===== src/rtl/srl_tap_delay.sv =====
// Parametrised clock-enabled shift-register delay line.
// WIDTH bits x DEPTH stages with a runtime tap select, a saturating fill counter,
// and a valid flag for the selected tap. The data storage has no reset and no
// init value, so synthesis can map it onto SRL primitives. Only the fill counter
// is reset.
module srl_tap_delay #(
  parameter int unsigned WIDTH = 8,
  parameter int unsigned DEPTH = 16,
  localparam int unsigned AW = $clog2(DEPTH)
) (
  input  logic             clk,
  input  logic             rst,
  input  logic             ce,
  input  logic [WIDTH-1:0] d,
  input  logic [AW-1:0]    tap,
  output logic [WIDTH-1:0] q,
  output logic             q_valid,
  output logic [WIDTH-1:0] q_last,
  output logic [AW:0]      fill,
  output logic             full
);

  localparam logic [AW:0] DepthV  = (AW + 1)'(DEPTH);
  localparam logic [AW:0] FillOne = (AW + 1)'(1);

  // Storage: no reset, no init, so that it stays SRL-mappable.
  logic [WIDTH-1:0] mem [DEPTH];

  logic [AW:0] fill_q;
  logic        tap_in_range;

  // Shift one stage per enabled edge; rst is deliberately ignored here.
  always_ff @(posedge clk) begin
    if (ce) begin
      mem[0] <= d;
      for (int i = 1; i < DEPTH; i++) begin
        mem[i] <= mem[i-1];
      end
    end
  end

  // Count enabled shifts since reset, saturating at DEPTH.
  always_ff @(posedge clk) begin
    if (rst) begin
      fill_q <= '0;
    end else if (ce && (fill_q < DepthV)) begin
      fill_q <= fill_q + FillOne;
    end
  end

  // Taps at or above DEPTH only exist when DEPTH is not a power of two.
  if (DEPTH == (1 << AW)) begin : g_pow2
    assign tap_in_range = 1'b1;
  end else begin : g_npow2
    assign tap_in_range = ({1'b0, tap} < DepthV);
  end

  // Combinational tap read; out-of-range taps fall back to the last stage.
  always_comb begin
    q = mem[DEPTH-1];
    if (tap_in_range) begin
      q = mem[tap];
    end
  end

  assign q_last  = mem[DEPTH-1];
  assign fill    = fill_q;
  // Derived only from the fill register, so there is no combinational path from ce.
  assign full    = (fill_q == DepthV);
  assign q_valid = tap_in_range && (fill_q > {1'b0, tap});

endmodule


===== config.mk =====
export PLATFORM = sky130hd
export DESIGN_NAME = srl_tap_delay
export DESIGN_NICKNAME = d
export VERILOG_FILES = /design/src/rtl/srl_tap_delay.sv
export SDC_FILE = /design/constraint.sdc
export NUM_CORES = 1
export LEC_CHECK = 0
export CORE_UTILIZATION = 35
export DETAILED_ROUTE_END_ITERATION = 8
export HOLD_SLACK_MARGIN = 0.1
export SLEW_MARGIN = 0
export SYNTH_ARGS = -nofsm -noshare
export SYNTH_HDL_FRONTEND = slang
export SYNTH_SLANG_ARGS = --single-unit
export TNS_END_PERCENT = 5

===== constraint.sdc =====
create_clock -name clk -period 2.4 [get_ports clk]
set_input_delay 0.6 -clock clk [delete_from_list [all_inputs] [get_ports clk]]
set_output_delay 0.6 -clock clk [all_outputs]
set_load 0.005 [all_outputs]

### Yosys cells after proc, flatten, opt, wreduce, memory -nomap -nowiden

Memory sizes are Yosys's and may differ from the RTL's.
Cells that the tools add are included.

* output and inout bits: 23
* register bits after elaboration: 5
* memories: 1
* input bits: 15
* logic and storage cells: 9
* RAM bits: 128

Memories
* mem: words 16, width 8, rd ports 17, clocked after memory_dff 0, wr ports 16, RTL line 27 `logic [WIDTH-1:0] mem [DEPTH];`

* $lt $le $gt $ge: 2
* add/sub/neg operators: 1
* muxes and demuxes: 2
* reduce and logical (&&, ||, !) cells: 1
* eq/ne operators: 1

Operators with widths (count)
* adder 5 x 1 -> 5 bit (second input constant): 1
* equality test 5 bit (second input constant): 1
* greater-than comparator 5 x 4 -> 1 bit: 1
* < comparator 5 bit (second input constant): 1
* two-way mux 1 bit: 2
* logical AND 1 bit: 1

### Longest topological paths before layout

Gate-level depths: netlist of run 1.

* word-level depth: 2
* mapped depth: 7
* depth with buffers taken out: 6

### Worst setup path after synthesis of run 1

OpenSTA, ideal clock, no wires.

* kind: input -> output
* start: in tap[1]
* end: out q_valid
* stages on the path: 7
* slack: -0.024 ns
* data arrival time: 1.824 ns
* cells stage by stage: buf_2 -> clkbuf_1 -> inv_1 -> ha_1 -> a21o_1 -> a21oi_1 -> o21ai_0

* longest elaborated chain between the ends: 1

RTL lines
* from (decl): RTL line 15 `input logic [AW-1:0] tap,`
* greater-than comparator 5 x 4 -> 1 bit: RTL line 70 `assign q_valid = tap_in_range && (fill_q > {1'b0, tap});`
* to (decl): RTL line 17 `output logic q_valid,`

Every way passes these cells.

### Worst setup path after layout of run 1

* start: in tap[0]
* end: out q[5]

* longest elaborated chain between the ends: 1

RTL lines
* memory read (16 x 8 bit)
* to (decl): RTL line 16 `output logic [WIDTH-1:0] q,`

Every way passes these cells.

==> impl_metrics.json, run 1 <==
{
  "dieArea_um2": 15200,
  "wl_per_cell_um": 18.5,
  "coreArea_um2": 14500,
  "cts-root-buf": "clkbuf_16",
  "port-buffer-count": 37,
  "synth_cells": 235,
  "netlist_area_um2": 5160,
  "die_w_um": 123,
  "crit_required_ns": 1.80,
  "fin_cells": 513,
  "ant_nets": 0,
  "finClkSkew_ns": 0.00652,
  "place_ws_ns": -0.705,
  "dp.cells": 475,
  "first_global_vias": 2659,
  "dieHeight_um": 123,
  "hold_violations": 0,
  "fmax_mhz": 404,
  "clkSinkCount": 133,
  "place_area_um2": 5980,
  "fin_util_pct": 45.9,
  "power_density_nw_per_um2": 806,
  "layout_commonest_cell": "edfxtp_1",
  "cts_made_buffers": 17,
  "end_kind": "primary output",
  "final_nets": 340,
  "fin_ws_ns": -0.0724,
  "violations": "setup timing",
  "design_area_um2": 6650,
  "cp_data_arrival_time_ns": 1.87,
  "peakVddDrop_uv": 558,
  "slew_headroom_pct": 74.0,
  "most-common-layout-cells": "128 x edfxtp_1, 30 x mux4_2, 22 x clkdlybuf4s50_1, 19 x buf_4, 17 x clkbuf_16",
  "vias_per_cell": 5.06,
  "ctsHtreeMaxLevel": 4,
  "fillerInstances": 1212,
  "drive_above_1_share_pct": 37.1,
  "worstPathCellList": "buf_12 > buf_12 > buf_8 > buf_12 > mux4_2 > a22oi_2 > nand2_1 > buf_2",
  "insertion_delay_ns": 0.42,
  "groute.usage.overall_pct": 14.2,
  "cts_tree": "done",
  "slew_violations": 0,
  "dp_hpwl_um": 5600,
  "ys_types": 23,
  "syn-mean-instance-area_um2": 22.0,
  "place.gp.congestion": 0.681,
  "status": "finished, violations left",
  "path_common_cell": "buf_12",
  "grt_max_degree": 43,
  "worstMarginPinSlew_ns": 0.390,
  "leakage_nw": 2.34,
  "whs_ns": 0.439,
  "setup-violations-final": 6,
  "slowest_delay_ns": 0.50,
  "io-pin-count": 38,
  "antenna_found_initial": 0,
  "clk_path_buf_depth": 2,
  "crit_fanout": 4,
  "synth-seq-cells": 133,
  "drt-pass1-iter-count": 4,
  "syn2layout_area_growth_pct": 28.8,
  "critPathKind": "in -> out",
  "drv_cap": 0,
  "hold_class": "reg -> reg",
  "ys_warn_count": 0,
  "initial_core_util_pct": 35.7,
  "first_iter_violations": 266,
  "postCtsHoldBufs": 0,
  "vias": 2595,
  "rsz0062_at_grt": "yes",
  "routed_wl_um": 9510,
  "worst_path_max_delay_cell": "mux4_2",
  "period_share_pct": 103,
  "overflow": 0,
  "fin_total_pwr_mw": 5.36,
  "rows": 44,
  "clkTransAtPathRegs_ns": 0.05,
  "drc": 0,
  "grt_pass1_wl_um": 15200,
  "syn_nets": 256,
  "num_antenna_cells": 0,
  "setup_tns_ns": -0.313,
  "seq_area_frac_synth_pct": 76.4,
  "period_needed_ns": 2.47,
  "startpoint_type": "input port"
}
critical path: cells and delay by family:
| kind | cells | cell delay [ns] |
|---|---|---|
| compound gates | 1 | 0.16 |
| buf+inv | 5 | 0.53 |
| mux | 1 | 0.50 |
| simple gates | 1 | 0.06 |
where the power goes:
part | internal [mW] | switching [mW] | total (mW)
sequential | 2.70 | 0.0669 | 2.77
combinational | 0.247 | 0.188 | 0.434
clock | 1.28 | 0.878 | 2.16
cell families (layout without fill, tap and decap cells):
group / Yosys count / after routing / share of synthesized area [%]
buffers and inverters: 14 / 108 / 1.60
adders and majority gates: 6 / 6 / 1.45
AOI/OAI and AO/OA: 24 / 24 / 3.22
muxes: 32 / 32 / 15.0
and+or+nand+nor: 24 / 24 / 2.06
DFF: 133 / 133 / 76.4
xor gates and xnor gates: 2 / 2 / 0.339
state kept, by name, indices dropped and copies added, names as in the netlist:
register	cells
mem	128
fill	5
routing by layer:
layer  global-route usage, %  vias up  part of all wire [%]
met5                       0        -                     0
met4                    7.00        0                   1.1
met3                    4.70       10                   4.8
met2                    20.0       61                    48
met1                    19.6     1368                    46
li1                        -     1156                     -
layout make-up:
type | instances | area (µm²) | share of cell area, %
repair buffers | 73 | 779 | 11.7
flip-flops and latches | 133 | 3940 | 59.3
multi-input cells | 88 | 1200 | 18.0
well taps | 184 | 230 | 3.46
clock buffers | 21 | 440 | 6.62
inverters | 6 | 22.5 | 0.339
clock inverters | 8 | 38.8 | 0.583
timing repair:
item / in CTS / in global routing
cloned: 2 / 0
gates resized for setup: 81 / 14
setup endpoints to repair: 10 / 9
pin swaps: 17 / 8
buffers inserted: 8 / 0
worst paths after layout:
check / cells after the start / start / slack, ns / end
max: 8 / tap[0] / -0.07 / q[5]
min: 0 / mem[9][2] / 0.44 / mem[10][2]
max reg2reg: 4 / fill[1] / 1.15 / fill[2]
min reg2reg: 0 / mem[9][2] / 0.44 / mem[10][2]
Yosys cell counts:
library cell  count  area share (%)
a21oi_1           4            0.39
edfxtp_1        128              74
nand4_1           2            0.24
ha_1              6             1.5
nand2_1          10            0.73
a22oi_1          16             2.3
mux4_1           14             7.1
nor2_1            9            0.65
inv_1             6            0.44
xor2_1            1            0.17
a41oi_1           1            0.17
nor2b_1           1            0.12
mux4_2           18             7.8
buf_4             1            0.15
buf_2             3            0.29
nor4bb_1          1            0.19
a21o_1            1            0.15
clkbuf_1          1           0.073
o21ai_0           2            0.19
buf_6             3            0.65
xnor2_1           1            0.17
or3_1             1            0.12
dfxtp_1           5             1.9
Power figures use the tool's default switching activity.
==> inputs of run 2 (changes only) <==
--- a/config.mk
+++ b/config.mk
@@ -5,10 +5,10 @@
 export SDC_FILE = /design/constraint.sdc
 export NUM_CORES = 1
 export LEC_CHECK = 0
+export CORE_ASPECT_RATIO = 0.6
 export CORE_UTILIZATION = 35
 export DETAILED_ROUTE_END_ITERATION = 8
 export HOLD_SLACK_MARGIN = 0.1
-export SLEW_MARGIN = 0
 export SYNTH_ARGS = -nofsm -noshare
 export SYNTH_HDL_FRONTEND = slang
 export SYNTH_SLANG_ARGS = --single-unit
==> constraint.sdc (replaced) <==
create_clock -name clk -period 2.7 [get_ports clk]
set_input_delay 0.675 -clock clk [delete_from_list [all_inputs] [get_ports clk]]
set_output_delay 0.675 -clock clk [all_outputs]
set_load 0.005 [all_outputs]
==> run 2 against run 1 <==
Net effect:
- the run still ends with setup timing left
- sequential cell count unchanged
- setup slack improved by 0.047 ns
- critical path type unchanged
- final area increased by 1.7%
- highest routed layer unchanged
- routed wire length increased by 3.9%
- register-to-register slack improved by 0.28 ns
- via count increased by 1.9%
- clock power about the same
- combinational power decreased by 13%
- cell count increased by 3.7%
- sequential share of layout area decreased by 0.98 points
- clock skew about the same
==> impl_metrics.json, run 2 (synthesis results as in run 1) <==
{
  "cts_tree": "done",
  "num_antenna_cells": 0,
  "place.gp.congestion": 0.718,
  "postCtsHoldBufs": 0,
  "first_global_vias": 2684,
  "clkTransAtPathRegs_ns": 0.06,
  "drt-pass1-iter-count": 4,
  "end_kind": "primary output",
  "clk_path_buf_depth": 2,
  "cts_made_buffers": 17,
  "grt_max_degree": 72,
  "vias": 2644,
  "fin_util_pct": 48.2,
  "final_nets": 348,
  "slew_violations": 0,
  "io-pin-count": 38,
  "drc": 0,
  "wl_per_cell_um": 18.6,
  "syn2layout_area_growth_pct": 30.9,
  "drive_above_1_share_pct": 35.6,
  "die_w_um": 159,
  "rows": 33,
  "groute.usage.overall_pct": 14.0,
  "peakVddDrop_uv": 390,
  "drv_cap": 0,
  "r2r_cells": 4,
  "crit_required_ns": 2.03,
  "setup_tns_ns": -0.0255,
  "wl_met1_um": 5210,
  "leakage_nw": 2.41,
  "finClkSkew_ns": 0.00624,
  "cts-root-buf": "clkbuf_16",
  "setup-violations-final": 1,
  "layout_commonest_cell": "edfxtp_1",
  "overflow": 0,
  "status": "finished, violations left",
  "initial_core_util_pct": 36.8,
  "startpoint_type": "input port",
  "ctsHtreeMaxLevel": 4,
  "ant_nets": 0,
  "power_density_nw_per_um2": 742,
  "wl_met2_um": 4180,
  "period_share_pct": 101,
  "coreArea_um2": 14000,
  "first_iter_violations": 227,
  "clkSinkCount": 133,
  "largest_register_ffs": 128,
  "vias_per_cell": 4.97,
  "antenna_found_initial": 0,
  "hold_class": "reg -> reg",
  "routed_wl_um": 9880,
  "critPathKind": "in -> out",
  "slew_headroom_pct": 74.2,
  "wl_met3_um": 390,
  "most-common-layout-cells": "128 x edfxtp_1, 35 x buf_4, 24 x mux4_2, 23 x clkdlybuf4s50_1, 20 x clkbuf_16",
  "violations": "setup timing",
  "hold_depth": 0,
  "insertion_delay_ns": 0.41,
  "rsz0062_at_grt": "yes",
  "dp_hpwl_um": 5930,
  "fin_ws_ns": -0.0255,
  "cp_data_arrival_time_ns": 2.05,
  "hold_violations": 0,
  "period_needed_ns": 2.73,
  "dieHeight_um": 96.1,
  "fmax_mhz": 367,
  "dieArea_um2": 15300,
  "crit_fanout": 6,
  "worstMarginPinSlew_ns": 0.387,
  "grt_pass1_wl_um": 15400,
  "port-buffer-count": 37,
  "largest-register": "mem",
  "top_layer": "met4"
}
-- run 2: final timing paths --
kind	start	endpoint	slack [ns]
min reg2reg	mem[6][5]	mem[7][5]	0.43
max reg2reg	fill[1]	fill[2]	1.43
max	tap[0]	q[7]	-0.03
min	mem[6][5]	mem[7][5]	0.43
-- run 2: worst max-delay path, stage by stage --
cell and delay, ns:
buf_8 0.11, buf_12 0.13, buf_12 0.11, mux4_2 0.51, a22oi_1 0.16, nand2_1 0.08, dlygate4sd2_1 0.27
-- run 2: cell type report --
class,count,area (µm²)
clock buffer,20,500
clock inverter,12,73.8
fill,1181,7280
inverter,6,22.5
multi-input combinational,88,1200
sequential,133,3940
tap,192,240
timing repair buffer,81,783
-- run 2: power by group --
part	internal, mW	total (mW)	switching [mW]	leakage [nW]
registers	2.40	2.46	0.0615	1.29
logic	0.212	0.379	0.166	0.842
clock network	1.33	2.17	0.848	0.279
-- run 2: repair_timing --
item	in CTS	in global routing
setup buffers	20	0
cloned	1	0
endpoints found under the setup margin	9	9
resized for setup	42	15
pin swaps	8	1
-- run 2: metrics by stage --
step | cell area (µm²) | total power, mW | hold slack [ns] | setup WS [ns] | instances
2_1_floorplan | 5160 | 2.63 | 0.417 | 0.126 | 235
3_3_place_gp | 5960 | 2.84 | 0.421 | -0.537 | 479
3_5_place_dp | 5960 | 2.84 | 0.426 | -0.557 | 479
4_1_cts | 6750 | 5.06 | 0.437 | -0.0246 | 532
5_1_grt | 6760 | 5.20 | 0.436 | -0.0786 | 532
6_report | 6760 | 5.02 | 0.435 | -0.0255 | 532
-- run 2: layer usage --
layer / vias up / track usage, %
met1: 1375 / 20.3
met2: 74 / 19.8
met3: 10 / 4.09
met5: - / 0
met4: 0 / 5.83
li1: 1185 / -
